===== src/rtl/lbp_pkg.sv =====
// Shared types and constants for the LBP stream engine: FSM states, neighbour bit
// mapping, and the column-major read order of the 3x3 window.
package lbp_pkg;

  typedef enum logic [2:0] {IDLE, FILL, SLIDE, EMIT, BORDER, DONE} state_t;

  // Window slot k = col*3 + row, with col/row 0..2 relative to (r-1, c-1)
  localparam int CTR_IDX = 4;
  localparam int NBR_IDX [8] = '{0, 3, 6, 1, 7, 2, 5, 8};

  localparam int RD_ROW_OFF [9] = '{-1, 0, 1, -1, 0, 1, -1, 0, 1};
  localparam int RD_COL_OFF [9] = '{-1, -1, -1, 0, 0, 0, 1, 1, 1};

  localparam logic [3:0] SLIDE_K0   = 4'd6;
  localparam logic [3:0] FILL_LAST  = 4'd9;
  localparam logic [3:0] SLIDE_LAST = 4'd3;

  function automatic int rd_offset(input logic [3:0] k, input int img_w);
    return RD_ROW_OFF[k] * img_w + RD_COL_OFF[k];
  endfunction

endpackage


===== src/rtl/lbp_window_cmp.sv =====
// Combinational 3x3 window to 8-bit LBP code; bit set when neighbour >= centre.
// Zero latency, no flow control.
module lbp_window_cmp
  import lbp_pkg::*;
#(
  parameter int DATA_W = 8
) (
  input  logic [9*DATA_W-1:0] win,
  output logic [7:0]          code
);

  for (genvar b = 0; b < 8; b++) begin : g_bit
    assign code[b] = win[NBR_IDX[b]*DATA_W +: DATA_W] >= win[CTR_IDX*DATA_W +: DATA_W];
  end

endmodule


===== src/rtl/lbp_stream_engine.sv =====
// Raster-scans a gray image through a 1-cycle read port and writes one LBP code per pixel.
// First code of a row 10 cycles after its first read, then one every 4 cycles; no backpressure.
module lbp_stream_engine
  import lbp_pkg::*;
#(
  parameter int IMG_W       = 128,
  parameter int IMG_H       = 128,
  parameter int DATA_W      = 8,
  parameter int ADDR_W      = 14,
  parameter int BORDER_ZERO = 1
) (
  input  logic              clk,
  input  logic              reset,
  input  logic              gray_ready,
  output logic              gray_req,
  output logic [ADDR_W-1:0] gray_addr,
  input  logic [DATA_W-1:0] gray_data,
  output logic [ADDR_W-1:0] lbp_addr,
  output logic              lbp_valid,
  output logic [7:0]        lbp_data,
  output logic              finish
);

  localparam int CW = $clog2(IMG_W) + 1;
  localparam int RW = $clog2(IMG_H) + 1;
  localparam logic [CW-1:0]     COL_LAST  = CW'(IMG_W - 2);
  localparam logic [CW-1:0]     COL_MAX   = CW'(IMG_W - 1);
  localparam logic [RW-1:0]     ROW_LAST  = RW'(IMG_H - 2);
  localparam logic [RW-1:0]     ROW_MAX   = RW'(IMG_H - 1);
  localparam logic [ADDR_W-1:0] FIRST_CTR = ADDR_W'(IMG_W + 1);
  localparam logic [ADDR_W-1:0] COL_JUMP  = ADDR_W'(IMG_W - 1);

  state_t               state_q, state_d;
  logic [3:0]           cnt_q;
  logic [RW-1:0]        row_q;
  logic [CW-1:0]        col_q;
  logic [ADDR_W-1:0]    ctr_q;
  logic [9*DATA_W-1:0]  win_q, cmp_win;
  logic                 rd_vld_q;
  logic [3:0]           rd_idx_q;
  logic                 rd_req;
  logic [3:0]           rd_k;
  logic [ADDR_W-1:0]    rd_base;
  logic                 more_cols, more_rows, last_rd, border_last;
  logic [7:0]           code;
  logic                 lbp_valid_q;
  logic [ADDR_W-1:0]    lbp_addr_q;
  logic [7:0]           lbp_data_q;

  assign more_cols   = col_q < COL_LAST;
  assign more_rows   = row_q < ROW_LAST;
  assign last_rd     = (state_q == FILL && cnt_q == FILL_LAST) ||
                       (state_q == SLIDE && cnt_q == SLIDE_LAST);
  assign border_last = (row_q == ROW_MAX) && (col_q == COL_MAX);

  always_ff @(posedge clk or negedge reset) begin
    if (!reset) state_q <= IDLE;
    else        state_q <= state_d;
  end

  // EMIT already issues the first read of the following window so reads never bubble
  always_comb begin
    state_d = state_q;
    rd_req  = 1'b0;
    rd_k    = '0;
    rd_base = ctr_q;
    case (state_q)
      IDLE: if (gray_ready) state_d = FILL;
      FILL: begin
        if (cnt_q < FILL_LAST) begin
          rd_req = 1'b1;
          rd_k   = cnt_q;
        end else begin
          state_d = EMIT;
        end
      end
      SLIDE: begin
        if (cnt_q < SLIDE_LAST) begin
          rd_req = 1'b1;
          rd_k   = cnt_q + SLIDE_K0;
        end else begin
          state_d = EMIT;
        end
      end
      EMIT: begin
        if (more_cols) begin
          state_d = SLIDE;
          rd_req  = 1'b1;
          rd_k    = SLIDE_K0;
          rd_base = ctr_q + ADDR_W'(1);
        end else if (more_rows) begin
          state_d = FILL;
          rd_req  = 1'b1;
          rd_base = ctr_q + ADDR_W'(3);
        end else begin
          state_d = (BORDER_ZERO != 0) ? BORDER : DONE;
        end
      end
      BORDER: if (border_last) state_d = DONE;
      DONE: state_d = DONE;
      default: state_d = IDLE;
    endcase
  end

  assign gray_req  = rd_req;
  assign gray_addr = rd_req ? rd_base + ADDR_W'(rd_offset(rd_k, IMG_W)) : '0;
  assign finish    = (state_q == DONE);
  assign lbp_valid = lbp_valid_q;
  assign lbp_addr  = lbp_addr_q;
  assign lbp_data  = lbp_data_q;

  // The last read of a window lands in the same cycle the code is registered
  always_comb begin
    cmp_win = win_q;
    if (rd_vld_q) cmp_win[rd_idx_q*DATA_W +: DATA_W] = gray_data;
  end

  lbp_window_cmp #(.DATA_W(DATA_W)) u_cmp (
    .win  (cmp_win),
    .code (code)
  );

  always_ff @(posedge clk or negedge reset) begin
    if (!reset) begin
      cnt_q       <= '0;
      row_q       <= '0;
      col_q       <= '0;
      ctr_q       <= '0;
      win_q       <= '0;
      rd_vld_q    <= 1'b0;
      rd_idx_q    <= '0;
      lbp_valid_q <= 1'b0;
      lbp_addr_q  <= '0;
      lbp_data_q  <= '0;
    end else begin
      rd_vld_q    <= rd_req;
      rd_idx_q    <= rd_k;
      lbp_valid_q <= 1'b0;
      if (rd_vld_q) win_q[rd_idx_q*DATA_W +: DATA_W] <= gray_data;
      case (state_q)
        IDLE: begin
          if (gray_ready) begin
            row_q <= RW'(1);
            col_q <= CW'(1);
            ctr_q <= FIRST_CTR;
            cnt_q <= '0;
          end
        end
        FILL, SLIDE: begin
          cnt_q <= cnt_q + 4'd1;
          if (last_rd) begin
            lbp_valid_q <= 1'b1;
            lbp_addr_q  <= ctr_q;
            lbp_data_q  <= code;
          end
        end
        EMIT: begin
          if (more_cols) begin
            col_q <= col_q + CW'(1);
            ctr_q <= ctr_q + ADDR_W'(1);
            cnt_q <= 4'd1;
            win_q[6*DATA_W-1:0] <= win_q[9*DATA_W-1:3*DATA_W];
          end else if (more_rows) begin
            row_q <= row_q + RW'(1);
            col_q <= CW'(1);
            ctr_q <= ctr_q + ADDR_W'(3);
            cnt_q <= 4'd1;
          end else if (BORDER_ZERO != 0) begin
            row_q       <= '0;
            col_q       <= '0;
            lbp_valid_q <= 1'b1;
            lbp_addr_q  <= '0;
            lbp_data_q  <= '0;
          end
        end
        BORDER: begin
          // row/col track the border pixel currently on the write port
          if (!border_last) begin
            lbp_valid_q <= 1'b1;
            lbp_data_q  <= '0;
            if (row_q == '0 || row_q == ROW_MAX) begin
              if (col_q < COL_MAX) begin
                col_q <= col_q + CW'(1);
              end else begin
                row_q <= row_q + RW'(1);
                col_q <= '0;
              end
              lbp_addr_q <= lbp_addr_q + ADDR_W'(1);
            end else if (col_q == '0) begin
              col_q      <= COL_MAX;
              lbp_addr_q <= lbp_addr_q + COL_JUMP;
            end else begin
              row_q      <= row_q + RW'(1);
              col_q      <= '0;
              lbp_addr_q <= lbp_addr_q + ADDR_W'(1);
            end
          end
        end
        default: ;
      endcase
    end
  end

endmodule


===== config.mk =====
export PLATFORM = sky130hd
export DESIGN_NAME = lbp_stream_engine
export DESIGN_NICKNAME = d
export VERILOG_FILES = /design/src/rtl/lbp_pkg.sv /design/src/rtl/lbp_window_cmp.sv /design/src/rtl/lbp_stream_engine.sv
export SDC_FILE = /design/constraint.sdc
export NUM_CORES = 1
export LEC_CHECK = 0
export CORE_UTILIZATION = 49
export DETAILED_ROUTE_END_ITERATION = 16
export PLACE_DENSITY = 0.65
export SYNTH_ARGS = -nofsm -noshare
export SYNTH_HDL_FRONTEND = slang
export SYNTH_SLANG_ARGS = --single-unit

===== constraint.sdc =====
create_clock -name clk -period 8.4 [get_ports clk]
set_clock_uncertainty 0.2 [all_clocks]
set_input_delay 1.68 -clock clk [delete_from_list [all_inputs] [get_ports clk]]
set_output_delay 1.68 -clock clk [all_outputs]
set_load 0.02 [all_outputs]

==> run_results.csv <==
group,metric,value,unit
run_status,outcome,"finished, final reports clean",
power,pwr_density_cell,145,nW/µm²
sta,hold_ws,0.291,ns
sta,fin_crit_sh,0.940,
sta,period_minus_slack,7.89,ns
die,die_h,145,µm
clock_network,clk_latency,0.42,ns
die,dieArea,20900,µm²
sta,relSlewSlack,0.272,
die,rows,51,
synthesis,postSynth.asyncResetShare,1.00,
synthesis,ys_seq_area_frac,0.343,
clock_network,cts_hold_buf,0,
power,ir_drop,144,µV
cells_and_area,antenna_cells,0,
clock_network,htree_levels,4,
worst_setup_path,worstSetupStartpointType,"flip-flop",
die,die_x,145,µm
cells_and_area,num-fill-cells,1784,
routing,routed_wl,26.4,mm
placement,dp_slack,0.786,ns
worst_setup_path,worst-path-buf-inv,3,
power,power,1.64,mW
flow_run,cap_viol_max_count,0,
routing,vias_per_cell,5.90,
synthesis,syn_inst,1133,
clock_network,cts_tree,"done",
cells_and_area,final_nets,1286,
worst_setup_path,r2r_end,"lbp_data[7]",
hold_path,min_path_type,"flip-flop to flip-flop",
worst_setup_path,crit_fanout,10,
worst_setup_path,r2r_start,"rd_idx_q[0]",
worst_setup_path,reg2reg_setup_slack,3.50,ns
sta,worst_pin_slew,1.06,ns
hold_path,worstHoldStart,"lbp_data[7]",
clock_network,clk_pin_slew_worst_paths,0.06,ns
sta,setup_viol,0,
cells_and_area,regArea,3430,µm²
global_route,grt_start_max_net_pins,75,
worst_setup_path,cpPeakStageDelay,0.63,ns
worst_setup_path,crit_family,"compound AO/OA/AOI/OAI gates",
clock_network,clock_sinks,137,
worst_setup_path,r2r_cells,14,
routing,drtIter0Drc,684,
cells_and_area,design_area,11300,µm²
clock_network,root_buffer,"clkbuf_16",
cells_and_area,drive_gt1_frac,0.0864,
die,core-area,19700,µm²
routing,detail_route.wl_per_cell,18.3,µm
placement,place_area,10700,µm²
cells_and_area,multi_input_comb_area,6150,µm²
global_route,track_usage,0.269,
routing,ant_nets,0,
placement,place.gp.congestion,0.888,
worst_setup_path,crit_arrival,6.01,ns
cells_and_area,final_cell_mix,"136 x dfrtp_1, 129 x nor2_1, 124 x nand2_1, 106 x o21ai_0, 100 x ha_1",
global_route,grt_pass1_wl,43.4,mm
sta,tns,0,ns
routing,via_count,8529,
power,p_leak,5.14,nW
routing,drt_pass1_iterations,5,
synthesis,yosysUniqueCellTypes,81,
sta,hold_violations,0,
global_route,grt_overflow,0,
synthesis,synth_area,9980,µm²
clock_network,cts_inserted_buffers,17,
cells_and_area,area_growth,13.3,%
worst_setup_path,crit_type,"flip-flop to primary output",
hold_path,hold_depth,2,
synthesis,synth_nets,1251,
synthesis,synth_warnings,0,
global_route,grt_pass1_vias,8287,
die,io-pin-count,50,
worst_setup_path,crit_chain,"nand4_1 > o21ai_4 > nor2_2 > a211oi_1 > inv_1 > ha_1 > or3_1 > inv_1 > ha_1 > ha_1 > a21o_1 > a21o_1 > a2111oi_1 > nor3_1 > nor3_1 > nor3_1 > nor3b_1 > clkdlybuf4s50_1",
hold_path,whs_endpoint,"lbp_data[7]",
sta,rsz0062_at_grt,"false",
synthesis,synth-seq-cells,137,
routing,drc_errors,0,
sta,clock.fmax,0.127,GHz
placement,dp_hpwl,19.0,mm
synthesis,synth-edff-count,0,
worst_setup_path,end_kind,"primary output",
sta,slew_viol_final,0,
synthesis,synth_area_per_cell,8.81,µm²
worst_setup_path,critical_path.slowest_cell,"clkdlybuf4s50_1",
cells_and_area,final_common_cell,"dfrtp_1",
worst_setup_path,cp-startpoint,"col_q[6]",
sta,setup_ws,0.507,ns
clock_network,clock_path_buffers,2,
placement,port_buffers,49,
global_route,grt_antenna_before_repair,0,
synthesis,ys.flop_type,"dfrtp_1",
worst_setup_path,cp.required,6.52,ns
die,start_util,0.506,
-- Yosys cell counts, types with 3 or more instances --
cell type    n  area (µm²)
a211oi_1    12        90.1
a21boi_0     4        30.0
a21o_1      31         233
a21oi_1     49         245
a221o_1      3        30.0
a22oi_1      4        30.0
a311oi_1     3        26.3
a31oi_1      8        50.1
a41oi_1      3        26.3
and2_1       8        50.1
and3_1      12        75.1
buf_2        5        25.0
buf_6        5        56.3
clkbuf_1    29         109
dfrtp_1    137        3430
fa_1         7         140
ha_1       100        1250
inv_1       57         214
mux2_2      39         439
mux2i_1     21         210
nand2_1    124         465
nand2b_1    14        87.6
nand3_1     45         225
nand4_1     17         106
nor2_1     130         488
nor2b_1      5        31.3
nor3_1      11        55.1
nor3b_1      4        30.0
nor4_1       6        37.5
nor4b_1      3        26.3
o211ai_1     5        37.5
o21a_1      10        75.1
o21ai_0    106         531
o31ai_1     25         188
or3_1        6        37.5
xnor2_1     16         140
xor2_1      12         105
-- state kept, by name (all words and copies together) (netlist names) --
name	cells
cnt_q	4
col_q	8
ctr_q	14
lbp_addr	14
lbp_data	8
lbp_valid	1
rd_idx_q	4
rd_vld_q	1
row_q	8
state_q	3
win_q	72
-- cell families (layout without fill, tap and decap cells) --
| logic type | count (synthesis) | in the layout | synth area share |
|---|---|---|---|
| simple gates | 400 | 400 | 0.185 |
| xor+xnor | 28 | 28 | 0.0246 |
| fa+ha+maj | 107 | 107 | 0.139 |
| mux | 60 | 60 | 0.0651 |
| buf+inv | 100 | 147 | 0.0429 |
| flops | 137 | 137 | 0.343 |
| compound gates | 301 | 301 | 0.200 |
-- power by group --
group / internal, mW / switching [mW] / total (mW) / leakage (nW)
Sequential: 0.683 / 0.0126 / 0.695 / 1.62
Clock: 0.511 / 0.298 / 0.809 / 0.298
Combinational: 0.0589 / 0.0777 / 0.137 / 3.23
-- cell type report --
class                      instances  area share
multi-input combinational        896       0.543
sequential                       137       0.303
timing repair buffer              58      0.0494
clock buffer                      20      0.0404
tap                              265      0.0293
inverter                          58      0.0192
clock inverter                    11      0.0150
-- worst register-to-register path, cell delays in order (launching register included) --
cell	delay [ns]
dfrtp_1	0.60
inv_1	0.15
ha_1	0.31
nand2b_1	0.19
a211oi_2	0.32
and3b_1	0.65
mux2i_1	0.74
ha_1	0.37
nand2b_1	0.15
a21o_1	0.17
a21o_1	0.17
a21o_1	0.17
a211oi_1	0.32
o21a_1	0.18
o21ai_0	0.08
-- per-layer routing --
metal  vias to the layer above  track usage  wire [µm]
li1                       4154            -          -
met1                      4138        0.335      11700
met2                       190        0.475      13100
met3                        47       0.0454        934
met4                         0       0.0776        618
met5                         -            0          0
-- worst max path at each step --
| stage | to | depth (start not counted) |
|---|---|---|
| detailed placement | gray_addr[12] | 18 |
| global placement | gray_addr[12] | 18 |
| floorplan | gray_addr[12] | 18 |
| CTS | gray_addr[12] | 18 |
| global route | gray_addr[12] | 19 |
| finish | gray_addr[12] | 18 |
-- per-stage QoR --
| stage | instances | utilization |
|---|---|---|
| after floorplan | 1133 | - |
| after global placement | 1414 | 0.541 |
| after detailed placement | 1414 | 0.541 |
| after CTS | 1445 | 0.573 |
| after global routing | 1445 | 0.574 |
| final | 1445 | 0.574 |
-- repair_timing --
item	4_1_cts	5_1_grt
endpoints found under the setup margin	0	2
buffers inserted	0	0
endpoints found under the hold margin	0	0
resized for setup	0	3
No activity file was read; power rests on OpenSTA's default activity.
